[src/rtl/ts_pkg.sv]
`default_nettype none
// ============================================================================
// Module      : ts_pkg
// Description : Shared MPEG-TS constants, the stuffer state encoding and a
//               helper that returns byte N of a PID 0x1FFF null packet.
// Revision    : 1.0 - initial release
// ============================================================================
package ts_pkg;

    localparam int          PKT_LEN      = 188;
    localparam logic [7:0]  TS_SYNC_BYTE = 8'h47;
    localparam logic [12:0] NULL_PID     = 13'h1FFF;
    localparam logic [7:0]  NULL_HDR3    = 8'h10;
    localparam logic [7:0]  STUFF_BYTE   = 8'hFF;

    typedef enum logic [1:0] {
        ST_DECIDE = 2'd0,
        ST_FWD    = 2'd1,
        ST_NULL   = 2'd2,
        ST_HUNT   = 2'd3
    } ts_state_t;

    // Header: 47 | TEI/PUSI/prio=0, PID[12:8] | PID[7:0] | AFC=01, CC=0.
    // Everything after the 4-byte header is stuffing.
    function automatic logic [7:0] null_byte(input logic [7:0] idx);
        logic [7:0] b;
        case (idx)
            8'd0:    b = TS_SYNC_BYTE;
            8'd1:    b = {3'b000, NULL_PID[12:8]};
            8'd2:    b = NULL_PID[7:0];
            8'd3:    b = NULL_HDR3;
            default: b = STUFF_BYTE;
        endcase
        return b;
    endfunction

endpackage
`default_nettype wire

[src/rtl/ts_sat_counter.sv]
`default_nettype none
// ============================================================================
// Module      : ts_sat_counter
// Description : Event counter that sticks at all-ones.
// Ports       : CLK  - clock
//               RST  - synchronous reset, active-low
//               inc  - count one event this cycle
//               q    - current count
// Revision    : 1.0 - initial release
// ============================================================================
module ts_sat_counter #(
    parameter int CNT_W = 16
) (
    input  logic             CLK,
    input  logic             RST,
    input  logic             inc,
    output logic [CNT_W-1:0] q
);

    localparam logic [CNT_W-1:0] c_ONE = {{(CNT_W-1){1'b0}}, 1'b1};

    logic [CNT_W-1:0] r_q;

    always_ff @(posedge CLK) begin
        if (!RST) begin
            r_q <= '0;
        end else if (inc && (r_q != '1)) begin
            r_q <= r_q + c_ONE;
        end
    end

    assign q = r_q;

endmodule
`default_nettype wire

[src/rtl/ts_null_stuffer.sv]
`default_nettype none
// ============================================================================
// Module      : ts_null_stuffer
// Description : Reads whole 188-byte packets from a show-ahead FIFO and
//               drives a constant-rate TS stream, inserting PID 0x1FFF null
//               packets whenever a complete packet is not available and
//               discarding bytes until a p_sync-marked head is found.
// Ports       : CLK          - 27 MHz clock
//               RST          - synchronous reset, active-low
//               ENABLE       - allow new packets to start
//               FIFO_DATA    - FIFO head {p_sync, byte}
//               FIFO_EMPTY   - FIFO empty flag
//               FIFO_USEDW   - FIFO fill level in words
//               FIFO_RDREQ   - pop the FIFO head this cycle
//               DATA_OUT     - TS byte
//               D_VALID_OUT  - DATA_OUT valid
//               P_SYNC_OUT   - first byte of an output packet
//               NULL_CNT     - null packets inserted (saturating)
//               DROP_CNT     - bytes dropped while hunting (saturating)
//               UNDER_CNT    - underrun stall cycles (saturating)
// Revision    : 1.0 - initial release
// ============================================================================
module ts_null_stuffer #(
    parameter int PKT_LEN = 188,
    parameter int USEDW_W = 10,
    parameter int CNT_W   = 16
) (
    input  logic               CLK,
    input  logic               RST,
    input  logic               ENABLE,
    input  logic [8:0]         FIFO_DATA,
    input  logic               FIFO_EMPTY,
    input  logic [USEDW_W-1:0] FIFO_USEDW,
    output logic               FIFO_RDREQ,
    output logic [7:0]         DATA_OUT,
    output logic               D_VALID_OUT,
    output logic               P_SYNC_OUT,
    output logic [CNT_W-1:0]   NULL_CNT,
    output logic [CNT_W-1:0]   DROP_CNT,
    output logic [CNT_W-1:0]   UNDER_CNT
);

    import ts_pkg::*;

    localparam logic [7:0]         c_LAST_IDX  = 8'(PKT_LEN - 1);
    localparam logic [USEDW_W-1:0] c_PKT_WORDS = USEDW_W'(PKT_LEN);

    ts_state_t  r_state;
    ts_state_t  w_state_nxt;
    logic [7:0] r_cnt;
    logic [7:0] w_cnt_nxt;
    logic [7:0] r_data;
    logic [7:0] w_data_nxt;
    logic       r_valid;
    logic       w_valid_nxt;
    logic       r_psync;
    logic       w_psync_nxt;
    logic       w_rdreq;
    logic       w_null_inc;
    logic       w_drop_inc;
    logic       w_under_inc;
    logic       w_head_sync;

    assign w_head_sync = FIFO_DATA[8];

    // ------------------------------------------------------------------
    // State, byte counter and output registers
    // ------------------------------------------------------------------
    always_ff @(posedge CLK) begin
        if (!RST) begin
            r_state <= ST_DECIDE;
            r_cnt   <= '0;
            r_data  <= '0;
            r_valid <= 1'b0;
            r_psync <= 1'b0;
        end else begin
            r_state <= w_state_nxt;
            r_cnt   <= w_cnt_nxt;
            r_data  <= w_data_nxt;
            r_valid <= w_valid_nxt;
            r_psync <= w_psync_nxt;
        end
    end

    // ------------------------------------------------------------------
    // Next state / next output. DECIDE both chooses and emits byte 0 so
    // consecutive packets leave no idle cycle between them.
    // ------------------------------------------------------------------
    always_comb begin
        w_state_nxt = r_state;
        w_cnt_nxt   = r_cnt;
        w_data_nxt  = 8'h00;
        w_valid_nxt = 1'b0;
        w_psync_nxt = 1'b0;
        w_rdreq     = 1'b0;
        w_null_inc  = 1'b0;
        w_drop_inc  = 1'b0;
        w_under_inc = 1'b0;

        case (r_state)
            ST_DECIDE: begin
                if (ENABLE) begin
                    if ((FIFO_USEDW >= c_PKT_WORDS) && w_head_sync) begin
                        w_state_nxt = ST_FWD;
                        w_rdreq     = 1'b1;
                        w_data_nxt  = FIFO_DATA[7:0];
                        w_valid_nxt = 1'b1;
                        w_psync_nxt = 1'b1;
                        w_cnt_nxt   = 8'd1;
                    end else if (!FIFO_EMPTY && !w_head_sync) begin
                        w_state_nxt = ST_HUNT;
                    end else begin
                        w_state_nxt = ST_NULL;
                        w_data_nxt  = null_byte(8'd0);
                        w_valid_nxt = 1'b1;
                        w_psync_nxt = 1'b1;
                        w_cnt_nxt   = 8'd1;
                    end
                end
            end

            ST_FWD: begin
                // Only byte 0 carries P_SYNC_OUT; stray p_sync flags inside
                // the packet body are deliberately not propagated.
                if (!FIFO_EMPTY) begin
                    w_rdreq     = 1'b1;
                    w_data_nxt  = FIFO_DATA[7:0];
                    w_valid_nxt = 1'b1;
                    if (r_cnt == c_LAST_IDX) begin
                        w_state_nxt = ST_DECIDE;
                        w_cnt_nxt   = '0;
                    end else begin
                        w_cnt_nxt   = r_cnt + 8'd1;
                    end
                end else begin
                    // Stall in place; the packet resumes at the same byte.
                    w_under_inc = 1'b1;
                end
            end

            ST_NULL: begin
                w_data_nxt  = null_byte(r_cnt);
                w_valid_nxt = 1'b1;
                if (r_cnt == c_LAST_IDX) begin
                    w_state_nxt = ST_DECIDE;
                    w_cnt_nxt   = '0;
                    w_null_inc  = 1'b1;
                end else begin
                    w_cnt_nxt   = r_cnt + 8'd1;
                end
            end

            ST_HUNT: begin
                // A sync-marked head is left in the FIFO for DECIDE to use.
                if (!FIFO_EMPTY && !w_head_sync) begin
                    w_rdreq    = 1'b1;
                    w_drop_inc = 1'b1;
                end else begin
                    w_state_nxt = ST_DECIDE;
                end
            end

            default: begin
                w_state_nxt = ST_DECIDE;
                w_cnt_nxt   = '0;
            end
        endcase
    end

    // The pop has to act on the head in the same cycle, so it cannot be
    // delayed by a register; it is held off while reset is asserted.
    assign FIFO_RDREQ  = w_rdreq & RST;
    assign DATA_OUT    = r_data;
    assign D_VALID_OUT = r_valid;
    assign P_SYNC_OUT  = r_psync;

    // ------------------------------------------------------------------
    // Statistics
    // ------------------------------------------------------------------
    ts_sat_counter #(.CNT_W(CNT_W)) u_null_cnt (
        .CLK (CLK),
        .RST (RST),
        .inc (w_null_inc),
        .q   (NULL_CNT)
    );

    ts_sat_counter #(.CNT_W(CNT_W)) u_drop_cnt (
        .CLK (CLK),
        .RST (RST),
        .inc (w_drop_inc),
        .q   (DROP_CNT)
    );

    ts_sat_counter #(.CNT_W(CNT_W)) u_under_cnt (
        .CLK (CLK),
        .RST (RST),
        .inc (w_under_inc),
        .q   (UNDER_CNT)
    );

endmodule
`default_nettype wire

[config.mk]
export PLATFORM = sky130hd
export DESIGN_NAME = ts_null_stuffer
export DESIGN_NICKNAME = d
export VERILOG_FILES = /design/src/rtl/ts_pkg.sv /design/src/rtl/ts_sat_counter.sv /design/src/rtl/ts_null_stuffer.sv
export SDC_FILE = /design/constraint.sdc
export NUM_CORES = 1
export LEC_CHECK = 0
export BUFFER_PORTS_ARGS = -buffer_cell sky130_fd_sc_hd__buf_2
export CAP_MARGIN = 20
export CORE_MARGIN = 1
export CORE_UTILIZATION = 29
export CTS_CLUSTER_SIZE = 10
export DETAILED_ROUTE_END_ITERATION = 10
export PLACE_DENSITY = 0.48
export SYNTH_ARGS = -nofsm -noshare
export SYNTH_HDL_FRONTEND = slang
export SYNTH_SLANG_ARGS = --single-unit
[constraint.sdc]
create_clock -name CLK -period 2.1 [get_ports CLK]
set_input_delay 0.42 -clock CLK [delete_from_list [all_inputs] [get_ports CLK]]
set_output_delay 0.42 -clock CLK [all_outputs]
set_load 0.02 [all_outputs]
==> run metrics <==
DIE HEIGHT 115 microns; Final WS setup -0.000515 ns; worst min path class in -> reg; layout net count 565; Primary FF master, synth dfxtp_1; first-pass GRT wire length 16.3 mm; Avg Cell Area, Syn 8.51 sq um; area of the multi-input gates 2210 sq um; hold_buf cts 0; gr usage total 15.9%; number of flops mapped to enable cells by yosys 0; Reg area 1370 sq um; ys async rst share 0%; critical-path cell list ha_4 -> or3b_4 -> a311oi_2 -> buf_4; final setup vio count 1; Yosys cell types 57; vias in the first global route 3332; drt total wl 10.3 mm; Synth Instances 432; Crit Path Class reg -> out; slowest stage delay, CP 0.38 ns; Routed WL per cell 14.6 microns; pwr dens 864 nW/um^2; status finished with violations; top cells by area, synth dfxtp_1 (37%), a21oi_1 (6.0%), o31ai_1 (4.7%); Util after Layout 39.0%; hold path start FIFO_DATA[7]; slew margin rel. 58.6%; Core ar. 12200 sq um; pre-CTS WS 0.0813 ns; via count 3706; row count 40; worst vdd ir 0.000386 V; Synthesized Nets 467; worst skew pair latency 0.34 ns; minimum clock period 2.10 ns; count leader, synth dfxtp_1; Worst Setup SP r_state[0]$_SDFFE_PN0P_; number of fill cells 1253; RSZ-0062 raised after global routing true; yosys warns 0; global route total overflow 0; clk_skew 0.00361 ns; Max Cap Viol 0; CP max stage cell dfxtp_4; HPWL after DPL 7.41 mm; fmax 476 MHz; io pins 82; Mapped Area 3670 sq um; clock-pin slew on the worst setup and hold paths 0.06 ns; via/cell ratio 5.27; Worst Tran Pin Value 0.617 ns; Static Leakage 1.85 nW; period utilization 100%; initial antenna violation count 0; Slew Limit Fails 0; CTS Buf Count 9; CTS Root Cell clkbuf_16; Initial Util 30.2%; FF+latch count, synth 68; clock sink total 68; top-area cell type share of the netlist area 37.0%; crit-path max FO 3; Pre-antenna DRT Iters 4; Final Hold Fails 0; Area growth syn-to-layout 29.2%; Post-route DRC 0; H-tree levels 3; layout cells sized above 1 26.9%; post-route ant nets 0; ANT cells 0; type of origin of the critical path flop; Critical Path AT 1.68 ns; CTS tree built; Die X 115 microns; overall die area 13100 sq um; failing checks setup timing; sequential area share after synthesis 37.0%; Final Wtd Congestion 0.810; top cell types by occurrence after synthesis dfxtp_1 (68), a21oi_1 (44), nand2_1 (41); CTS max path bufs 2; CP required 1.68 ns; Critical Path End Type output port; PortBufs 79; Yosys top cell by area dfxtp_1; largest net degree at the start of global routing 32; Worst R2R Start r_state[0]$_SDFFE_PN0P_; Power Total 4.10 mW; number of DRC markers in iteration 0 132
[layout make-up]
type,count,share of cell area (%)
Sequential cell,68,28.8
Inverter,14,1.19
Clock buffer,9,4.74
Multi-Input combinational cell,330,46.6
Tap cell,168,4.43
Clock inverter,7,1.42
Timing Repair Buffer,107,12.8
[layer usage]
metal | vias up | share of wire (%) | wire (microns) | track usage [%]
li1 | 1868 | - | - | -
met1 | 1758 | 48 | 4880 | 20.6
met2 | 74 | 47 | 4820 | 25.5
met3 | 6 | 4.5 | 464 | 4.66
met4 | 0 | 0.94 | 96 | 5.11
met5 | - | 0 | 0 | 0
[placed cells by master (no fill, tap or decap), types with 10 or more instances in the layout]
cell,count
nand2b_1,14
mux2i_1,16
or4_1,23
buf_4,29
buf_2,78
o31ai_1,23
a21oi_1,44
nand4_1,16
nand3_1,15
nor2_1,19
or3_1,10
dfxtp_1,66
inv_1,11
o21ai_0,11
nand2_1,41
[logic make-up (layout without fill, tap and decap cells)]
| family | Yosys count | after routing | share of synthesized area (%) |
|---|---|---|---|
| buffers and inverters | 34 | 137 | 3.95 |
| AO/OA/AOI/OAI | 116 | 116 | 20.8 |
| AND/OR/NAND/NOR | 183 | 183 | 29.0 |
| multiplexers | 16 | 16 | 4.36 |
| XOR/XNOR | 3 | 3 | 0.715 |
| adder cells (fa/ha/maj) | 12 | 12 | 4.09 |
| flip-flops | 68 | 68 | 37.0 |
[flip-flops by register name, indices dropped and copies added, names as in the netlist]
| name | cells |
|---|---|
| DATA_OUT | 8 |
| u_null_cnt.q | 16 |
| D_VALID_OUT | 1 |
| u_under_cnt.q | 16 |
| r_cnt | 8 |
| u_drop_cnt.q | 16 |
| r_state | 2 |
| P_SYNC_OUT | 1 |
[metrics by stage]
step,setup TNS (ns),instance area [sq um],hold slack [ns],cells
floorplan,0,3680,0.480,432
global placement,0,4370,0.461,683
global route,-0.0591,4750,0.265,703
CTS,-0.0315,4730,0.264,702
finish,-0.000515,4750,0.275,703
detailed placement,0,4370,0.475,683
[what timing repair did]
item,4_1_cts,5_1_grt
buffers inserted,3,1
setup endpoints to repair,1,13
gates resized for setup,10,4
pin swaps,2,1
[where the power goes]
| part | switching (mW) | total (mW) | leakage [nW] | internal, mW |
|---|---|---|---|---|
| Clock | 0.605 | 1.52 | 0.137 | 0.912 |
| Sequential | 0.0592 | 1.46 | 0.551 | 1.40 |
| Combinational | 0.665 | 1.12 | 1.16 | 0.460 |
[final timing paths]
kind | endpoint | slack [ns] | cells past startpoint
setup / recovery | FIFO_RDREQ | -0.0005 | 4
hold / removal | DATA_OUT[7]$_SDFF_PN0_ | 0.27 | 2
setup reg to reg | r_cnt[6]$_SDFFE_PN0P_ | 0.12 | 7
hold reg to reg | u_drop_cnt.q[5]$_SDFFE_PN0P_ | 0.48 | 2
[critical path, delay by kind of cell (launching register included)]
family                   cells  cell delay, ns
AO/OA/AOI/OAI                1            0.27
adder cells (fa/ha/maj)      1            0.13
buffers and inverters        1            0.19
flip-flops                   1            0.38
AND/OR/NAND/NOR              1            0.38
No activity file was read; power rests on OpenSTA's default activity.
